### src/rtl/readout_pkg.sv
// Shared types and constants for the serial readout deserializer.
// READOUT_PARITY_EN adds a trailing even-parity bit to every lane word.
package readout_pkg;

  typedef enum logic [1:0] {
    ST_IDLE,
    ST_LEAD,
    ST_SHIFT,
    ST_DONE
  } state_e;

  localparam int unsigned LANE_I0 = 0;
  localparam int unsigned LANE_I1 = 1;
  localparam int unsigned LANE_Q0 = 2;
  localparam int unsigned LANE_Q1 = 3;

  function automatic int unsigned word_bits(input int unsigned width);
`ifdef READOUT_PARITY_EN
    return width + 1;
`else
    return width;
`endif
  endfunction

endpackage

### src/rtl/readout_lane_shift.sv
// One serial lane: MSB-first shift register whose word output already includes
// the bit being sampled this cycle. Parity check built only with READOUT_PARITY_EN.
module readout_lane_shift
  import readout_pkg::*;
#(
  parameter int unsigned WIDTH = 10
) (
  input  logic             clk_i,
  input  logic             rst_i,
  input  logic             shift_en_i,
  input  logic             clr_i,
  input  logic             ser_i,
`ifdef READOUT_PARITY_EN
  output logic             par_ok_o,
`endif
  output logic [WIDTH-1:0] word_o
);

  localparam int unsigned WB = word_bits(WIDTH);

  // Only WB-1 bits are stored; the final bit is taken live from ser_i so the
  // completed word is available on the cycle its last bit is sampled.
  logic [WB-2:0] sr_q, sr_d;
  logic [WB-1:0] full;

  assign full   = {sr_q, ser_i};
  assign word_o = full[WB-1 -: WIDTH];

`ifdef READOUT_PARITY_EN
  assign par_ok_o = ~^full;
`endif

  always_comb begin
    sr_d = sr_q;
    if (clr_i) begin
      sr_d = '0;
    end else if (shift_en_i) begin
      sr_d = full[WB-2:0];
    end
  end

  always_ff @(posedge clk_i) begin
    if (rst_i) begin
      sr_q <= '0;
    end else begin
      sr_q <= sr_d;
    end
  end

endmodule

### src/rtl/readout_deserializer.sv
// Reassembles the cores' shared serial I/Q readout into per-slot parallel words
// behind a valid/ready holding register. READOUT_PARITY_EN enables the err_par port.
module readout_deserializer
  import readout_pkg::*;
#(
  parameter int unsigned WIDTH   = 10,
  parameter int unsigned N_SLOTS = 8,
  parameter int unsigned LEAD    = 2
) (
  input  logic                       clk_master,
  input  logic                       rst,
  input  logic                       ud_en,
  input  logic [1:0]                 read_out_I,
  input  logic [1:0]                 read_out_Q,
  output logic [4*WIDTH-1:0]         out_data,
  output logic [$clog2(N_SLOTS)-1:0] out_slot,
  output logic                       out_valid,
  input  logic                       out_ready,
  output logic                       busy,
  output logic                       done,
  output logic                       err_ovf,
  output logic                       err_abort
`ifdef READOUT_PARITY_EN
  ,
  output logic                       err_par
`endif
);

  localparam int unsigned WB     = word_bits(WIDTH);
  localparam int unsigned BIT_W  = $clog2(WB);
  localparam int unsigned SLOT_W = $clog2(N_SLOTS);
  localparam int unsigned LCNT_W = (LEAD > 2) ? $clog2(LEAD - 1) : 1;

  localparam logic [BIT_W-1:0]  BIT_LAST  = BIT_W'(WB - 1);
  localparam logic [SLOT_W-1:0] SLOT_LAST = SLOT_W'(N_SLOTS - 1);
  localparam logic [LCNT_W-1:0] LEAD_LAST = LCNT_W'((LEAD > 2) ? LEAD - 2 : 0);

  state_e              state_q, state_d;
  logic                ud_en_q, ud_primed_q;
  logic [LCNT_W-1:0]   lead_cnt_q, lead_cnt_d;
  logic [BIT_W-1:0]    bit_cnt_q, bit_cnt_d;
  logic [SLOT_W-1:0]   slot_cnt_q, slot_cnt_d;
  logic [4*WIDTH-1:0]  hold_data_q, hold_data_d;
  logic [SLOT_W-1:0]   hold_slot_q, hold_slot_d;
  logic                hold_valid_q, hold_valid_d;
  logic                done_q, done_d;
  logic                err_ovf_q, err_ovf_d;
  logic                err_abort_q, err_abort_d;

  logic                fall, rise, slot_done;
  logic                lane_shift, lane_clr;
  logic [3:0]          lane_in;
  logic [WIDTH-1:0]    lane_word [4];

`ifdef READOUT_PARITY_EN
  logic                err_par_q, err_par_d;
  logic [3:0]          lane_par_ok;
`endif

  // ud_en_q resets high; the primed flag keeps the first post-reset cycle from
  // reading a level that is already low as a falling edge.
  assign fall = ud_primed_q & ud_en_q & ~ud_en;
  assign rise = ~ud_en_q & ud_en;

  assign lane_in[LANE_I0] = read_out_I[0];
  assign lane_in[LANE_I1] = read_out_I[1];
  assign lane_in[LANE_Q0] = read_out_Q[0];
  assign lane_in[LANE_Q1] = read_out_Q[1];

  for (genvar g = 0; g < 4; g++) begin : g_lane
    readout_lane_shift #(
      .WIDTH(WIDTH)
    ) u_lane (
      .clk_i      (clk_master),
      .rst_i      (rst),
      .shift_en_i (lane_shift),
      .clr_i      (lane_clr),
      .ser_i      (lane_in[g]),
`ifdef READOUT_PARITY_EN
      .par_ok_o   (lane_par_ok[g]),
`endif
      .word_o     (lane_word[g])
    );
  end

  always_comb begin
    state_d      = state_q;
    lead_cnt_d   = lead_cnt_q;
    bit_cnt_d    = bit_cnt_q;
    slot_cnt_d   = slot_cnt_q;
    hold_data_d  = hold_data_q;
    hold_slot_d  = hold_slot_q;
    hold_valid_d = hold_valid_q;
    done_d       = 1'b0;
    err_ovf_d    = err_ovf_q;
    err_abort_d  = err_abort_q;
`ifdef READOUT_PARITY_EN
    err_par_d    = err_par_q;
`endif
    lane_shift   = 1'b0;
    lane_clr     = 1'b0;
    slot_done    = 1'b0;

    case (state_q)
      ST_IDLE: begin
        if (fall) begin
          state_d     = (LEAD > 1) ? ST_LEAD : ST_SHIFT;
          lead_cnt_d  = '0;
          bit_cnt_d   = '0;
          slot_cnt_d  = '0;
          err_ovf_d   = 1'b0;
          err_abort_d = 1'b0;
`ifdef READOUT_PARITY_EN
          err_par_d   = 1'b0;
`endif
          lane_clr    = 1'b1;
        end
      end
      ST_LEAD: begin
        if (rise) begin
          state_d     = ST_IDLE;
          err_abort_d = 1'b1;
          lane_clr    = 1'b1;
        end else if (lead_cnt_q == LEAD_LAST) begin
          state_d = ST_SHIFT;
        end else begin
          lead_cnt_d = lead_cnt_q + 1'b1;
        end
      end
      ST_SHIFT: begin
        if (rise) begin
          state_d     = ST_IDLE;
          err_abort_d = 1'b1;
          lane_clr    = 1'b1;
        end else begin
          lane_shift = 1'b1;
          if (bit_cnt_q == BIT_LAST) begin
            bit_cnt_d = '0;
            slot_done = 1'b1;
            if (slot_cnt_q == SLOT_LAST) begin
              state_d = ST_DONE;
            end else begin
              slot_cnt_d = slot_cnt_q + 1'b1;
            end
          end else begin
            bit_cnt_d = bit_cnt_q + 1'b1;
          end
        end
      end
      ST_DONE: begin
        state_d = ST_IDLE;
        done_d  = 1'b1;
      end
      default: state_d = ST_IDLE;
    endcase

    // A completing slot may replace held data only if that data leaves this cycle.
    if (slot_done) begin
      if (!hold_valid_q || out_ready) begin
        hold_valid_d = 1'b1;
        hold_data_d  = {lane_word[LANE_Q1], lane_word[LANE_Q0],
                        lane_word[LANE_I1], lane_word[LANE_I0]};
        hold_slot_d  = slot_cnt_q;
      end else begin
        err_ovf_d = 1'b1;
      end
    end else if (hold_valid_q && out_ready) begin
      hold_valid_d = 1'b0;
    end

`ifdef READOUT_PARITY_EN
    if (slot_done && !(&lane_par_ok)) begin
      err_par_d = 1'b1;
    end
`endif
  end

  always_ff @(posedge clk_master) begin
    if (rst) begin
      state_q      <= ST_IDLE;
      ud_en_q      <= 1'b1;
      ud_primed_q  <= 1'b0;
      lead_cnt_q   <= '0;
      bit_cnt_q    <= '0;
      slot_cnt_q   <= '0;
      hold_data_q  <= '0;
      hold_slot_q  <= '0;
      hold_valid_q <= 1'b0;
      done_q       <= 1'b0;
      err_ovf_q    <= 1'b0;
      err_abort_q  <= 1'b0;
`ifdef READOUT_PARITY_EN
      err_par_q    <= 1'b0;
`endif
    end else begin
      state_q      <= state_d;
      ud_en_q      <= ud_en;
      ud_primed_q  <= 1'b1;
      lead_cnt_q   <= lead_cnt_d;
      bit_cnt_q    <= bit_cnt_d;
      slot_cnt_q   <= slot_cnt_d;
      hold_data_q  <= hold_data_d;
      hold_slot_q  <= hold_slot_d;
      hold_valid_q <= hold_valid_d;
      done_q       <= done_d;
      err_ovf_q    <= err_ovf_d;
      err_abort_q  <= err_abort_d;
`ifdef READOUT_PARITY_EN
      err_par_q    <= err_par_d;
`endif
    end
  end

  assign out_data  = hold_data_q;
  assign out_slot  = hold_slot_q;
  assign out_valid = hold_valid_q;
  assign busy      = (state_q == ST_LEAD) || (state_q == ST_SHIFT);
  assign done      = done_q;
  assign err_ovf   = err_ovf_q;
  assign err_abort = err_abort_q;
`ifdef READOUT_PARITY_EN
  assign err_par   = err_par_q;
`endif

endmodule
### config.mk
export PLATFORM = sky130hd
export DESIGN_NAME = readout_deserializer
export DESIGN_NICKNAME = d
export VERILOG_FILES = /design/src/rtl/readout_pkg.sv /design/src/rtl/readout_lane_shift.sv /design/src/rtl/readout_deserializer.sv
export SDC_FILE = /design/constraint.sdc
export NUM_CORES = 1
export LEC_CHECK = 0
export ABC_AREA = 1
export CORE_MARGIN = 1
export CORE_UTILIZATION = 45
export DETAILED_ROUTE_END_ITERATION = 7
export GPL_ROUTABILITY_DRIVEN = 0
export PLACE_DENSITY_LB_ADDON = 0.2
export SYNTH_ARGS = -nofsm -noshare
export SYNTH_HDL_FRONTEND = slang
export SYNTH_SLANG_ARGS = --single-unit
### constraint.sdc
create_clock -name clk_master -period 1.5 [get_ports clk_master]
set_clock_uncertainty 0.1 [all_clocks]
set_input_delay 0.3 -clock clk_master [delete_from_list [all_inputs] [get_ports clk_master]]
set_output_delay 0.3 -clock clk_master [all_outputs]
set_load 0.02 [all_outputs]
## After elaboration in Yosys (flattened, before gate mapping)

Index checks and enable logic that the tools add are counted.

| cells by class | value |
|---|---|
| reductions and logical operators | 18 |
| multiplexer cells | 39 |
| bitwise logic cells | 5 |
| $add $sub $neg | 3 |
| equal/unequal tests | 15 |

Operators with widths:

| kind | count |
|---|---|
| $mux 1 | 20 |
| $mux 2 | 6 |
| $mux 3 | 4 |
| $mux 4 | 3 |
| $ne 2x2->1 const B | 5 |
| $ne 3x3->1 const B | 3 |
| $reduce_and 3->1 | 3 |
| $pmux 2 s4 | 1 |
| $pmux 4 s2 | 1 |
| $reduce_bool 2->1 | 4 |
| $pmux 1 s2 | 3 |
| $pmux 3 s2 | 1 |
| $reduce_and 5->1 | 1 |
| $add 4x1->4 const B | 1 |
| $eq 2x2->1 const B | 2 |
| $eq 4x4->1 const B | 1 |
| $ne 2x1->1 const B | 2 |
| $reduce_and 2->1 | 2 |
| $reduce_and 4->1 | 1 |
| $reduce_or 2->1 | 2 |
| $add 3x1->3 const B | 1 |
| $and 1x1->1 | 3 |
| $eq 3x3->1 const B | 1 |
| $eq 2x1->1 const B | 1 |
| other kinds (6) | 8 |

| word-level totals | value |
|---|---|
| register bits | 95 |
| logic and storage cells | 96 |
| bits of input ports | 8 |
| output and inout bits | 48 |

## Longest topological paths before layout

Gate-level depths: netlist (run 1).

| logic depth | value |
|---|---|
| word-level depth | 6 |
| depth in mapped cells | 10 |
| depth with buffers taken out | 10 |

## Modules after synthesis

Synthesis (run 1) repeated with hierarchy kept, for this count alone.

| unflattened totals | value |
|---|---|
| cells, all modules | 533 |
| area, all modules | 3,911.3 um^2 |

Modules (own cells, without submodules):

| module | area each (um^2) | sequential area each (um^2) | times used | cells each |
|---|---|---|---|---|
| readout_deserializer | 2,329.7 | 1,161.1 | 1 | 301 |
| readout_lane_shift | 395.4 | 180.2 | 4 | 58 |

## Least setup slack after synthesis (run 1)

Ideal clock, no wire load.

| timing | value |
|---|---|
| kind | register to register |
| from | register state_q[0] |
| to | register g_lane[0].u_lane.sr_q[0] |
| arrival | 1,470 ps |
| required time | 1,265 ps |
| cell stages (with the launch flop) | 7 |
| library setup time | 135 ps |
| buffers on the path | 1 |
| clock period less this slack | 1,704 ps |
| slack | -204 ps |
| cell sequence | dfxtp_1 -> inv_1 -> ha_1 -> nand2_1 -> a21oi_4 -> buf_2 -> a211oi_1 |

| between the ends | value |
|---|---|
| longest elaborated chain between the ends | 4 |
| elaborated cells on any way between the ends | 7 |
| classes of those cells | eq/ne (2); mux (2); reduce/logical (3) |

Ends and longest elaborated chain:

| item | line | source |
|---|---|---|
| from (decl) | readout_deserializer.sv:38 | `state_e state_q, state_d;` |
| from (signal assigned) | readout_deserializer.sv:196 | `state_q <= state_d;` |
| $eq 2x1->1 / $eq 2x2->1 (equally long branches) | readout_deserializer.sv:104 | `case (state_q)` |
| $reduce_or 2->1 (no line) | - |  |
| $pmux 1 s2 | readout_deserializer.sv:104 |  |
| $reduce_or 2->1 (no line) | - |  |
| to (signal assigned) | readout_lane_shift.sv:46 | `sr_q <= sr_d;` |
| to (decl) | readout_lane_shift.sv:23 | `logic [WB-2:0] sr_q, sr_d;` |

Several ways; a longest one is shown, not always the timed one.
A chain may end at the register's enable or synchronous reset.

## Worst setup path in the final report (run 1)

| timing | value |
|---|---|
| from | register state_q[0] |
| to | register hold_data_q[13], in the netlist out_data[13] |

| between the ends | value |
|---|---|
| longest elaborated chain between the ends | 3 |

Ends and longest elaborated chain:

| item | line | source |
|---|---|---|
| $eq 2x2->1 | readout_deserializer.sv:104 |  |
| $mux 1 | readout_deserializer.sv:104 |  |
| $reduce_and 2->1 (no line) | - |  |
| to (signal assigned) | readout_deserializer.sv:202 | `hold_data_q <= hold_data_d;` |
| to (decl) | readout_deserializer.sv:43 | `logic [4*WIDTH-1:0] hold_data_q, hold_data_d;` |

No other way between the ends.

==> key figures, run 1 <==
Run status
  • Status: finished with violations
  • Failing checks: negative setup slack

Yosys
  • Yosys reg bits: 94
  • Top cells by area, synth: dfxtp_1, nand2_1, a211oi_1
  • Cell Area, Synth: 3730 um^2
  • Seq/Total Area, Yosys: 50.4%
  • Mapped Cells: 460
  • Area leader, netlist: dfxtp_1
  • Syn_area_per_cell: 8.12 um^2
  • Synthesis Warnings: 0
  • Synth unique cells: 27
  • Top-area cell type share of the netlist area: 50.4%
  • Synthesized Nets: 477

Power and ir drop
  • Logic gate share of total power: 26.8%
  • PwrDens: 1030 nW/um^2
  • Sequential power share: 43.0%
  • P_int: 4210 uW
  • Clock power frac: 30.2%
  • Max VDD drop: 0.000628 V
  • Sw frac: 31.5%
  • Static leakage: 0.00217 uW
  • Sw power: 1930 uW

Clock tree
  • CTS H-tree lvls: 3
  • Clk Latency, worst-skew pair: 0.37 ns
  • Worst-path clk slew: 0.10 ns
  • Clk sinks: 94
  • CTS Buf Count: 9
  • Root Buffer: clkbuf_8
  • CTS tree: yes
  • Max clock buf depth: 2
  • # hold bufs at CTS: 0

Setup path
  • Crit-path max FO: 6
  • Kind of end point of the critical path: register
  • Critical Path Max Stage Delay: 0.33 ns
  • Reg2Reg Depth: 11
  • WS Path Type: register to register
  • Critical Path Source Type: register
  • Crit path launch: state_q[0]
  • CP Depth: 11
  • Critical path's top delay family: buffers and inverters
  • Reg-to-Reg Start: state_q[0]
  • Worst R2R End: out_data[13]
  • CP max-delay cell: dfxtp_2
  • CP Data Arrival Time: 1.87 ns
  • CP cell instances: inv_2 -> buf_6 -> ha_4 -> nand2_4 -> nor2_4 -> buf_6 -> nand2_8 -> buf_12 -> buf_16 -> nand2_4 -> a21oi_2
  • Crit path buf inv count: 5
  • R2R Setup Slk: -0.21 ns
  • Worst EP required: 1.66 ns

Layout
  • Most common cell after layout, fill and taps aside: dfxtp_1
  • Area grow syn2layout: 59.5%
  • ANT cells: 0
  • Layout cells sized above 1: 43.1%
  • Storage element area: 1880 um^2
  • Area of the multi-input gates: 2230 um^2
  • Most frequent cells in the layout: dfxtp_1, nand2_1, a21oi_2, buf_4
  • Fillers: 527
  • Cell Count, Final, Fillers Out: 668
  • Final #Nets: 578

Global routing
  • Largest net degree at the start of global routing: 57
  • Total grt overflow: 0
  • Vias in the first global route: 3652
  • Total track usage: 26.8%
  • Antenna violations before repair: 0
  • First-pass GRT wire length: 18000 um

Min path
  • Worst hold path type: input port to register
  • Worst hold start: rst
  • WHS Endpoint: err_ovf
  • Hold Path Cell Cnt: 2

Place
  • I/O Buffers: 55
  • Inst Count DP: 617
  • Detailed Place HPWL: 5470 um
  • Worst slack at placement: -0.307 ns

Floorplan
  • Die height: 93.1 um
  • Initial Utilization: 47.4%
  • Num ports: 56
  • Die W: 93.1 um
  • Core footprint: 7890 um^2
  • Die area: 8670 um^2
  • Row count: 32

Timing
  • Final Worst Setup Slack: -0.209 ns
  • Final setup fails: 90
  • Sum Neg Setup Slack: -12.23 ns
  • RSZ-0062 raised after global routing: true
  • Final min period: 1.71 ns
  • Final Hold Vio Count: 0
  • Measured slew at the worst slew-check pin: 0.334 ns
  • Hold Slack: 0.0975 ns
  • Max frequency: 585 MHz
  • Slew Limit Headroom: 77.7%
  • Slew Viols, Final: 0
  • Tcrit/Tclk final: 114%

Route
  • Vias: 3776
  • Drt wl/cell: 18.1 um
  • First-pass iteration count of the detailed router: 4
  • Vias per inst: 5.65
  • DRT iter0 DRCs: 142
  • Post-route DRC: 0
  • Final wirelength: 12100 um
  • ANT nets after route: 0

Job
  • Max Cap Viol: 0
[how the worst max path moves through the flow]
stage,end
6_report,out_data[13]
3_5_place_dp,slot_cnt_q[0]
2_1_floorplan,g_lane[0].u_lane.sr_q[0]
4_1_cts,slot_cnt_q[0]
5_1_grt,out_data[13]
3_3_place_gp,out_data[37]
[cell usage after synthesis]
cell,number
nand2_1,140
dfxtp_1,94
a21oi_1,49
nand3_1,49
a211oi_1,36
nor2_1,13
clkbuf_1,12
inv_1,12
buf_4,11
buf_2,9
ha_1,9
nand4_1,5
inv_2,2
nand2_2,2
nand2_4,2
o21ai_0,2
o21bai_1,2
or2_2,2
a21oi_4,1
buf_1,1
buf_6,1
nand3_2,1
nand3b_1,1
nor2_2,1
nor2_4,1
nor3_1,1
o21ai_1,1
[area by class of cell]
class,instances,share of cell area [%]
clock buffer,10,2.31
inverter,14,1.13
clock inverter,6,1.32
timing repair buffer,124,24.0
multi-input combinational,318,37.5
tap,102,2.14
sequential,94,31.6
[logic make-up (layout without fill, tap and decap cells)]
kind of cell,Yosys count,in the layout,synth area share [%]
buffers and inverters,48,154,6.43
adders and majority gates,9,9,3.02
and+or+nand+nor,218,218,25.1
DFF,94,94,50.4
AOI/OAI and AO/OA,91,91,15.0
[through the flow]
| step | area (um^2) | power, uW | utilization, % |
|---|---|---|---|
| floorplan | 3780 | 3360 | - |
| global placement | 4600 | 3730 | 58.4 |
| detailed placement | 4600 | 3760 | 58.4 |
| CTS | 5590 | 5890 | 70.9 |
| global route | 5960 | 6360 | 75.5 |
| finish | 5960 | 6140 | 75.5 |
[sequential cells by signal, indices dropped and copies added, names as in the netlist, 2 cells and up]
register and flops:
out_data 40, out_slot 3, g_lane.u_lane.sr_q 36, slot_cnt_q 3
bit_cnt_q 4, state_q 2
[power by group through the flow]
stage	Combinational (uW)	Sequential, uW	Clock [uW]
CTS	1420	2630	1830
detailed placement	1070	2690	0
floorplan	663	2690	0
global placement	1040	2680	0
global route	1740	2650	1960
finish	1640	2640	1860
[timing repair]
item                       CTS  global route
setup buffers               18            11
pin swaps                   28            28
gates cloned                12             1
gates resized for setup    144           148
setup endpoints to repair  136           101
[routing by layer]
layer / track usage, % / vias to the layer above / wire length [um]
met1: 31.8 / 1833 / 4840
li1: - / 1749 / -
met5: 0 / - / 0
met2: 47.8 / 164 / 6260
met4: 11.9 / 0 / 301
met3: 3.90 / 30 / 665
Power figures use the tool's default switching activity.
==> run 2: changes to the inputs <==
Settings changed: GPL_TIMING_DRIVEN set to 0, SKIP_LAST_GASP set to 1.
==> key figures, run 2 (synthesis results as in run 1) <==
Clock tree
  • Root Buffer: clkbuf_8 (unchanged)
  • Worst-path clk slew: 0.10 ns (about the same)
  • CTS H-tree lvls: 3 (unchanged)
  • Max clock buf depth: 2 (unchanged)
  • Clk Latency, worst-skew pair: 0.37 ns (about the same)
  • CTS tree: yes (unchanged)
  • CTS Buf Count: 9 (unchanged)
  • Clk sinks: 94 (unchanged)

Power and ir drop
  • PwrDens: 996 nW/um^2 (was 1030 nW/um^2)
  • P_int: 3960 uW (was 4210 uW)
  • Max VDD drop: 0.000806 V (was 0.000628 V)
  • Static leakage: 0.00221 uW (was 0.00217 uW)
  • Sw power: 1890 uW (was 1930 uW)
  • Clock power frac: 27.8% (was 30.2%)
  • Sequential power share: 45.4% (was 43.0%)
  • Logic gate share of total power: 26.8% (about the same)
  • Sw frac: 32.3% (was 31.5%)

Timing
  • Measured slew at the worst slew-check pin: 0.722 ns (was 0.334 ns)
  • Slew Viols, Final: 0 (unchanged)
  • Tcrit/Tclk final: 108% (was 114%)
  • Sum Neg Setup Slack: -5.54 ns (was -12.23 ns)
  • Final Worst Setup Slack: -0.113 ns (was -0.209 ns)
  • Max frequency: 620 MHz (was 585 MHz)
  • Final Hold Vio Count: 0 (unchanged)
  • Final min period: 1.61 ns (was 1.71 ns)
  • Slew Limit Headroom: 51.9% (was 77.7%)
  • RSZ-0062 raised after global routing: true (unchanged)
  • Hold Slack: 0.366 ns (was 0.0975 ns)
  • Final setup fails: 101 (was 90)

Route
  • Drt wl/cell: 16.8 um (was 18.1 um)
  • Post-route DRC: 0 (unchanged)
  • Vias: 3779 (was 3776)
  • First-pass iteration count of the detailed router: 5 (was 4)
  • Final wirelength: 11300 um (was 12100 um)
  • DRT iter0 DRCs: 240 (was 142)
  • Vias per inst: 5.60 (was 5.65)
  • ANT nets after route: 0 (unchanged)

Setup path
  • Kind of end point of the critical path: register (unchanged)
  • Worst EP required: 1.66 ns (about the same)
  • R2R Setup Slk: -0.11 ns (was -0.21 ns)
  • Crit-path max FO: 5 (was 6)
  • CP Data Arrival Time: 1.77 ns (was 1.87 ns)
  • Critical Path Source Type: register (unchanged)
  • WS Path Type: register to register (unchanged)

Layout
  • Most frequent cells in the layout: nand2_1, dfxtp_1, nand3_1, dlygate4sd2_1, a21oi_2 (was dfxtp_1, nand2_1, a21oi_2, buf_4)
  • Final #Nets: 585 (was 578)
  • Area of the multi-input gates: 2250 um^2 (was 2230 um^2)
  • Fillers: 553 (was 527)
  • Layout cells sized above 1: 38.7% (was 43.1%)
  • Cell Count, Final, Fillers Out: 675 (was 668)
  • Most common cell after layout, fill and taps aside: nand2_1 (was dfxtp_1)
  • Area grow syn2layout: 57.4% (was 59.5%)
  • Storage element area: 1890 um^2 (was 1880 um^2)
  • Share of the core filled with cells: 74.5% (was 75.5%)
  • Max reg flops: 40 (unchanged)
  • ANT cells: 0 (unchanged)

Global routing
  • Vias in the first global route: 3558 (was 3652)
  • Total track usage: 24.8% (was 26.8%)
  • Largest net degree at the start of global routing: 19 (was 57)
  • Antenna violations before repair: 0 (unchanged)
  • Total grt overflow: 0 (unchanged)
  • First-pass GRT wire length: 17000 um (was 18000 um)

Floorplan
  • Initial Utilization: 47.4% (unchanged)
  • Die W: 93.1 um (unchanged)
  • Die height: 93.1 um (unchanged)
  • Die area: 8670 um^2 (unchanged)
  • Row count: 32 (unchanged)
  • Num ports: 56 (unchanged)
  • Core footprint: 7890 um^2 (unchanged)

Place
  • Inst Count DP: 617 (unchanged)
  • Detailed Place HPWL: 6130 um (was 5470 um)
  • Worst slack at placement: -0.623 ns (was -0.307 ns)
  • I/O Buffers: 55 (unchanged)

Run status
  • Status: finished with violations (unchanged)
  • Failing checks: negative setup slack (unchanged)

Job
  • Max Cap Viol: 0 (unchanged)

Min path
  • Worst hold path type: register to register (was input port to register)
## run 2: changes by cell type in the layout (fill, tap and decap cells not counted), sizes merged, moves of 2 or more
cell	before	now
dlygate4sd2	20	44
inv	15	19
clkinvlp	0	2
clkinv	4	0
clkdlybuf4s15	9	2
buf	70	56
## run 2: worst paths after layout
kind,startpoint,to,cells after the start
max reg2reg,state_q[0],out_data[12],10
max,state_q[0],out_data[12],10
min reg2reg,out_data[20],out_data[20],2
min,out_data[20],out_data[20],2
## run 2: what timing repair did
action | CTS | global route
pin swaps | 20 | 26
setup buffers | 28 | 2
cloned | 6 | 7
endpoints found under the setup margin | 140 | 96
gates resized for setup | 145 | 129
hold buffers | 0 | 0
## run 2: layout make-up
| class | instances | share of cell area [%] |
|---|---|---|
| Multi-Input combinational cell | 319 | 38.4 |
| Sequential cell | 94 | 32.2 |
| Timing Repair Buffer | 97 | 17.8 |
| Buffer | 33 | 5.28 |
| Tap cell | 102 | 2.17 |
| Clock buffer | 9 | 2.11 |
| Clock inverter | 7 | 1.04 |
| Inverter | 14 | 0.979 |
## run 2: worst max-delay path, stage by stage, from the launching register on
cell       delay [ns]
dfxtp_4          0.36
inv_4            0.07
buf_12           0.10
ha_4             0.14
nand2_4          0.07
nor2_4           0.13
buf_12           0.15
nand2_8          0.09
clkbuf_16        0.18
nand2_1          0.07
a21oi_1          0.06
## run 2: routing by layer
layer  vias to the layer above  track usage [%]  routed length, um
met5                         -                0                  0
li1                       1770                -                  -
met3                        40             3.50                668
met4                         0             7.44                371
met2                       150             41.1               5670
met1                      1819             33.5               4610
## run 2: power groups by stage
stage / clock, uW / sequential (uW) / combinational (uW)
after global routing: 1750 / 2670 / 1670
after CTS: 1630 / 2660 / 1420
final: 1630 / 2660 / 1570
after detailed placement: 0 / 2710 / 869
after global placement: 0 / 2710 / 849
after floorplan: 0 / 2690 / 663
## run 2: metrics by stage
stage | total power [uW] | cell area (um^2)
3_3_place_gp | 3560 | 4460
2_1_floorplan | 3360 | 3780
6_report | 5860 | 5880
4_1_cts | 5710 | 5260
3_5_place_dp | 3580 | 4460
5_1_grt | 6100 | 5880
